<file path="src/rtl/uart_pkg.sv">
// Shared serial-link definitions used by both ends of the UART link.
package uart_pkg;

    localparam int UART_BIT_CYCLES = 8;
    localparam int UART_DATA_BITS  = 8;

    typedef enum logic [1:0] {
        IDLE  = 2'd0,
        START = 2'd1,
        DATA  = 2'd2,
        STOP  = 2'd3
    } tx_state_t;

endpackage

</file>
<file path="src/rtl/uart_tx_fifo.sv">
// Synchronous holding FIFO with first-word fall-through head; push while full
// and pop while empty are ignored.
module uart_tx_fifo #(
    parameter int WIDTH = 8,
    parameter int DEPTH = 4
) (
    input  logic                   clk,
    input  logic                   reset,
    input  logic                   push,
    input  logic                   pop,
    input  logic [WIDTH-1:0]       wdata,
    output logic [WIDTH-1:0]       head,
    output logic                   full,
    output logic                   empty,
    output logic [$clog2(DEPTH):0] count
);

    localparam int AW = $clog2(DEPTH);
    localparam logic [AW:0] DEPTH_C = (AW+1)'(DEPTH);

    logic [WIDTH-1:0] mem_r [DEPTH];
    logic [AW-1:0]    wr_ptr_r;
    logic [AW-1:0]    rd_ptr_r;
    logic [AW:0]      count_r;
    logic             push_ok_s;
    logic             pop_ok_s;

    // Qualify requests against the registered occupancy.
    always_comb begin
        push_ok_s = push && (count_r != DEPTH_C);
        pop_ok_s  = pop && (count_r != '0);
    end

    // Pointers wrap naturally because DEPTH is a power of two.
    always_ff @(posedge clk) begin
        if (reset) begin
            wr_ptr_r <= '0;
            rd_ptr_r <= '0;
            count_r  <= '0;
        end else begin
            if (push_ok_s) wr_ptr_r <= wr_ptr_r + AW'(1);
            if (pop_ok_s)  rd_ptr_r <= rd_ptr_r + AW'(1);
            case ({push_ok_s, pop_ok_s})
                2'b10:   count_r <= count_r + (AW+1)'(1);
                2'b01:   count_r <= count_r - (AW+1)'(1);
                default: count_r <= count_r;
            endcase
        end
    end

    // Storage write; a reset edge never latches data.
    always_ff @(posedge clk) begin
        if (!reset && push_ok_s) mem_r[wr_ptr_r] <= wdata;
    end

    assign head  = mem_r[rd_ptr_r];
    assign full  = (count_r == DEPTH_C);
    assign empty = (count_r == '0);
    assign count = count_r;

endmodule

</file>
<file path="src/rtl/uart_transmitter.sv">
// UART transmitter: buffers words in a small FIFO and serialises them as
// start bit, eight data bits LSB first, and STOP_BITS stop bits.
module uart_transmitter
    import uart_pkg::*;
#(
    parameter int BIT_CYCLES = UART_BIT_CYCLES,
    parameter int STOP_BITS  = 2,
    parameter int FIFO_DEPTH = 4
) (
    input  logic                        clk,
    input  logic                        gl_reset,
    input  logic [UART_DATA_BITS-1:0]   dIn,
    input  logic                        dValid,
    output logic                        dAccept,
    output logic                        dOut,
    output logic                        busy,
    output logic [$clog2(FIFO_DEPTH):0] fifoCount
);

    localparam int CNT_W = $clog2(BIT_CYCLES * STOP_BITS);
    localparam logic [CNT_W-1:0] BIT_LAST  = CNT_W'(BIT_CYCLES - 1);
    localparam logic [CNT_W-1:0] STOP_LAST = CNT_W'(BIT_CYCLES * STOP_BITS - 1);
    localparam logic [2:0]       BIT_MAX   = 3'(UART_DATA_BITS - 1);

    tx_state_t                 state_r, state_next_s;
    logic [CNT_W-1:0]          cycle_r, cycle_next_s;
    logic [2:0]                bit_r, bit_next_s;
    logic [UART_DATA_BITS-1:0] shift_r, shift_next_s;
    logic                      dout_r, dout_s;
    logic                      busy_r;
    logic                      push_s, pop_s;
    logic                      full_s, empty_s;
    logic [UART_DATA_BITS-1:0] head_s;

    uart_tx_fifo #(
        .WIDTH (UART_DATA_BITS),
        .DEPTH (FIFO_DEPTH)
    ) u_fifo (
        .clk   (clk),
        .reset (gl_reset),
        .push  (push_s),
        .pop   (pop_s),
        .wdata (dIn),
        .head  (head_s),
        .full  (full_s),
        .empty (empty_s),
        .count (fifoCount)
    );

    // dOut follows the state one clock later, so it is low from the second edge after a push.
    always_ff @(posedge clk) begin
        if (gl_reset) begin
            state_r <= IDLE;
            cycle_r <= '0;
            bit_r   <= '0;
            shift_r <= '0;
            dout_r  <= 1'b1;
            busy_r  <= 1'b0;
        end else begin
            state_r <= state_next_s;
            cycle_r <= cycle_next_s;
            bit_r   <= bit_next_s;
            shift_r <= shift_next_s;
            dout_r  <= dout_s;
            busy_r  <= (state_next_s != IDLE);
        end
    end

    // Next-state, counter and shift-register update.
    always_comb begin
        state_next_s = state_r;
        cycle_next_s = cycle_r;
        bit_next_s   = bit_r;
        shift_next_s = shift_r;
        case (state_r)
            IDLE: begin
                if (!empty_s) begin
                    shift_next_s = head_s;
                    cycle_next_s = '0;
                    bit_next_s   = '0;
                    state_next_s = START;
                end else begin
                    state_next_s = IDLE;
                end
            end
            START: begin
                if (cycle_r == BIT_LAST) begin
                    cycle_next_s = '0;
                    state_next_s = DATA;
                end else begin
                    cycle_next_s = cycle_r + CNT_W'(1);
                end
            end
            DATA: begin
                if (cycle_r == BIT_LAST) begin
                    cycle_next_s = '0;
                    shift_next_s = {1'b0, shift_r[UART_DATA_BITS-1:1]};
                    if (bit_r == BIT_MAX) begin
                        bit_next_s   = '0;
                        state_next_s = STOP;
                    end else begin
                        bit_next_s = bit_r + 3'd1;
                    end
                end else begin
                    cycle_next_s = cycle_r + CNT_W'(1);
                end
            end
            STOP: begin
                if (cycle_r == STOP_LAST) begin
                    cycle_next_s = '0;
                    state_next_s = IDLE;
                end else begin
                    cycle_next_s = cycle_r + CNT_W'(1);
                end
            end
            default: begin
                state_next_s = IDLE;
            end
        endcase
    end

    // Line level, FIFO pop and handshake decode.
    always_comb begin
        pop_s   = (state_r == IDLE) && !empty_s;
        push_s  = dValid && !full_s;
        dAccept = !full_s;
        case (state_r)
            IDLE:    dout_s = 1'b1;
            START:   dout_s = 1'b0;
            DATA:    dout_s = shift_r[0];
            STOP:    dout_s = 1'b1;
            default: dout_s = 1'b1;
        endcase
    end

    assign dOut = dout_r;
    assign busy = busy_r;

endmodule
</file>
<file path="config.mk">
export PLATFORM = sky130hd
export DESIGN_NAME = uart_transmitter
export DESIGN_NICKNAME = d
export VERILOG_FILES = /design/src/rtl/uart_pkg.sv /design/src/rtl/uart_tx_fifo.sv /design/src/rtl/uart_transmitter.sv
export SDC_FILE = /design/constraint.sdc
export NUM_CORES = 1
export LEC_CHECK = 0
export BUFFER_PORTS_ARGS = -buffer_cell sky130_fd_sc_hd__buf_2
export CAP_MARGIN = 20
export CORE_UTILIZATION = 50
export DETAILED_ROUTE_END_ITERATION = 12
export PLACE_DENSITY = 0.76
export SLEW_MARGIN = 0
export SYNTH_ARGS = -nofsm -noshare
export SYNTH_HDL_FRONTEND = slang
export SYNTH_SLANG_ARGS = --single-unit
export TNS_END_PERCENT = 10
</file>
<file path="constraint.sdc">
create_clock -name clk -period 5.05 [get_ports clk]
set_input_delay 1.01 -clock clk [delete_from_list [all_inputs] [get_ports clk]]
set_output_delay 1.01 -clock clk [all_outputs]
set_load 0.005 [all_outputs]
</file>
==> flow_metrics.env <==
export IMPL_cts_tree="built"
export IMPL_drtIter0Drc=49
export IMPL_cts_resized=0
export IMPL_io_pins=17
export IMPL_clkPwrFrac_pct=26.6
export IMPL_routed_wl_um=4350
export IMPL_drv_slew=0
export IMPL_pre_cts_slack_ns=2.62
export IMPL_regArea_sq_um=1520
export IMPL_setup_tns_ns=0
export IMPL_vdd_drop_max_mv=0.336
export IMPL_intPower_mw=1.03
export IMPL_worstMarginPinSlew_ns=0.810
export IMPL_grt_start_max_net_pins=30
export IMPL_final_nets=244
export IMPL_synth_area_sq_um=2700
export IMPL_htreeDepth=3
export IMPL_reg2reg_from="state_r[0]$_SDFF_PP0_"
export IMPL_die_h_um=75.5
export IMPL_synth_edf_count=32
export IMPL_grt_pass1_wl_um=7160
export IMPL_timing_fmax_ghz=0.415
export IMPL_finalInstanceArea_sq_um=2990
export IMPL_fin_util_pct=57.8
export IMPL_critical_path_class="reg2out"
export IMPL_cts_buffers=9
export IMPL_ys_flop_type="edfxtp_1"
export IMPL_synthTopCellsByCount="edfxtp_1, dfxtp_1, nor2_1"
export IMPL_ys_seq_elements=60
export IMPL_place_area_sq_um=2800
export IMPL_setup_violations=0
export IMPL_gp_congestion=0.800
export IMPL_worstSetupEndpointType="output port"
export IMPL_grt_pass1_vias=1527
export IMPL_syn2layout_area_growth_pct=10.5
export IMPL_ctsHoldBuffers=0
export IMPL_p_leak_nw=1.10
export IMPL_hold_viol_final=0
export IMPL_overflow=0
export IMPL_crit_arrival_ns=1.40
export IMPL_cts_buffer_depth=2
export IMPL_p_total_mw=1.52
export IMPL_finalCriticalPeriod_ns=2.41
export IMPL_port_buffers=16
export IMPL_rsz0062_at_grt="no"
export IMPL_cts_sinks=60
export IMPL_die_x_um=75.5
export IMPL_vias=1553
export IMPL_netlist_area_leader_share_pct=35.5
export IMPL_drive_above_1_share_pct=22.3
export IMPL_r2r_end="shift_r[4]$_SDFFE_PP0P_"
export IMPL_clock_latency_ns=0.34
export IMPL_max_cap_violations=0
export IMPL_swShare_pct=32.0
export IMPL_reg2regPathDepth=6
export IMPL_hold_end="shift_r[7]$_SDFFE_PP0P_"
export IMPL_syn_area_per_cell_sq_um=13.3
export IMPL_first_pass_iters=4
export IMPL_route_detailed_drc=0
export IMPL_r2r_slack_ns=2.73
export IMPL_p_switching_uw=486
export IMPL_path_clk_slew_ns=0.06
export IMPL_yosysMostFrequentCell="edfxtp_1"
export IMPL_fill_cells=423
export IMPL_syn_inst=203
export IMPL_row_count=26
export IMPL_syn_nets=228
export IMPL_worst_slack_ns=2.64
export IMPL_min_delay_start="shift_r[7]$_SDFFE_PP0P_"
export IMPL_cp_max_fo=7
export IMPL_netlist_top_cells_area="edfxtp_1, dfxtp_1, mux4_2"
export IMPL_synth_distinct_cells=45
export IMPL_run_status="completed"
export IMPL_hold_depth=2
export IMPL_core_sq_um=5170
export IMPL_antenna_left=0
export IMPL_num_antenna_cells=0
export IMPL_period_share_pct=47.7
export IMPL_wl_per_cell_um=14.8
export IMPL_p_per_area_nw_per_um2=508
export IMPL_power_frac_seq_pct=44.2
export IMPL_via_per_inst=5.28
export IMPL_relSlewSlack_pct=46.0
export IMPL_synth_yosys_warnings=0
export IMPL_hold_path_class="reg2reg"
export IMPL_root_buffer="clkbuf_8"
export IMPL_hpwl_um=2840
export IMPL_yosys_area_top_type="edfxtp_1"
export IMPL_async_flop_share_pct=0
export IMPL_start_kind="flop"
export IMPL_antenna_found_initial=0
export IMPL_die_area_sq_um=5710
export IMPL_skew_ns=0.00521
export IMPL_yosysSeqAreaShare_pct=56.3
export IMPL_post_cts_setup_buffer_count=0
export IMPL_required_ns=4.04
export IMPL_p_comb_share_pct=29.2
export IMPL_grt_usage_pct=18.1
export IMPL_multi_input_area_sq_um=1100
export IMPL_start_util_pct=52.3
per-layer routing:
metal	global-route usage (%)	vias up	wire length (um)
met4	6.79	0	67
li1	-	777	-
met2	29.7	25	2130
met3	8.33	5	176
met5	0	-	0
met1	20.8	746	1980
power groups by stage:
stage	combinational, mW	sequential, mW	clock, mW
floorplan	0.394	0.649	0
global placement	0.437	0.681	0
detailed placement	0.445	0.684	0
CTS	0.447	0.674	0.415
global route	0.495	0.687	0.438
finish	0.443	0.671	0.405
worst max-delay path, cell delays in order, from the launching register on:
cell	delay, ns
dfxtp_1	0.48
or3b_1	0.43
buf_2	0.15
per-stage QoR:
stage          std cells  hold WS, ns
3_5_place_dp         278        0.468
4_1_cts              294        0.480
6_report             294        0.480
5_1_grt              294        0.509
3_3_place_gp         278        0.458
2_1_floorplan        203        0.441
cell type report:
type,instances,share of cell area [%]
clock buffer,11,4.40
tap,70,2.93
sequential,60,50.9
multi-input combinational,127,36.7
inverter,5,0.628
timing repair buffer,16,2.68
clock inverter,5,1.76
logic make-up (layout without fill, tap and decap cells):
kind of cell,count (synthesis),after routing,synth area share [%]
XOR/XNOR,5,5,1.62
buffers and inverters,16,37,3.19
AND/OR/NAND/NOR,54,54,11.5
adder cells (fa/ha/maj),14,14,6.76
multiplexers,20,20,11.1
AO/OA/AOI/OAI,34,34,9.53
flip-flops,60,60,56.3
state kept, by name, summed over array words and instances, names as in the netlist, named ones only:
name / flops
dOut: 1
shift_r: 8
u_fifo.count: 3
u_fifo.wr_ptr_r: 2
busy: 1
u_fifo.rd_ptr_r: 2
bit_r: 3
cycle_r: 4
state_r: 2
u_fifo.mem_r: 32
placed cells by master, fill, tap and decap left out, drive strengths merged, types with 2 or more instances in the layout:
cell,instances
a211oi,8
a21oi,9
a31oi,3
and2,5
buf,16
clkbuf,11
clkinv,2
clkinvlp,2
dfxtp,28
edfxtp,32
ha,13
inv,5
mux2i,12
mux4,8
nand2,8
nand2b,3
nand3,4
nand4b,2
nor2,22
nor3,2
nor3b,2
o21ai,8
or3b,2
xnor2,3
xor2,2
worst max path at each step:
| stage | startpoint | endpoint | slack, ns | depth (start not counted) |
|---|---|---|---|---|
| 6_report | u_fifo.count[2]$_SDFFE_PP0P_ | dAccept | 2.64 | 2 |
| 5_1_grt | state_r[0]$_SDFF_PP0_ | shift_r[4]$_SDFFE_PP0P_ | 2.55 | 6 |
| 4_1_cts | u_fifo.count[2]$_SDFFE_PP0P_ | dAccept | 2.64 | 2 |
| 3_5_place_dp | dValid | u_fifo.count[2]$_SDFFE_PP0P_ | 2.62 | 7 |
| 3_3_place_gp | dValid | u_fifo.count[2]$_SDFFE_PP0P_ | 2.63 | 7 |
| 2_1_floorplan | dValid | u_fifo.count[2]$_SDFFE_PP0P_ | 2.77 | 6 |
(Power assumes the default switching activity.)
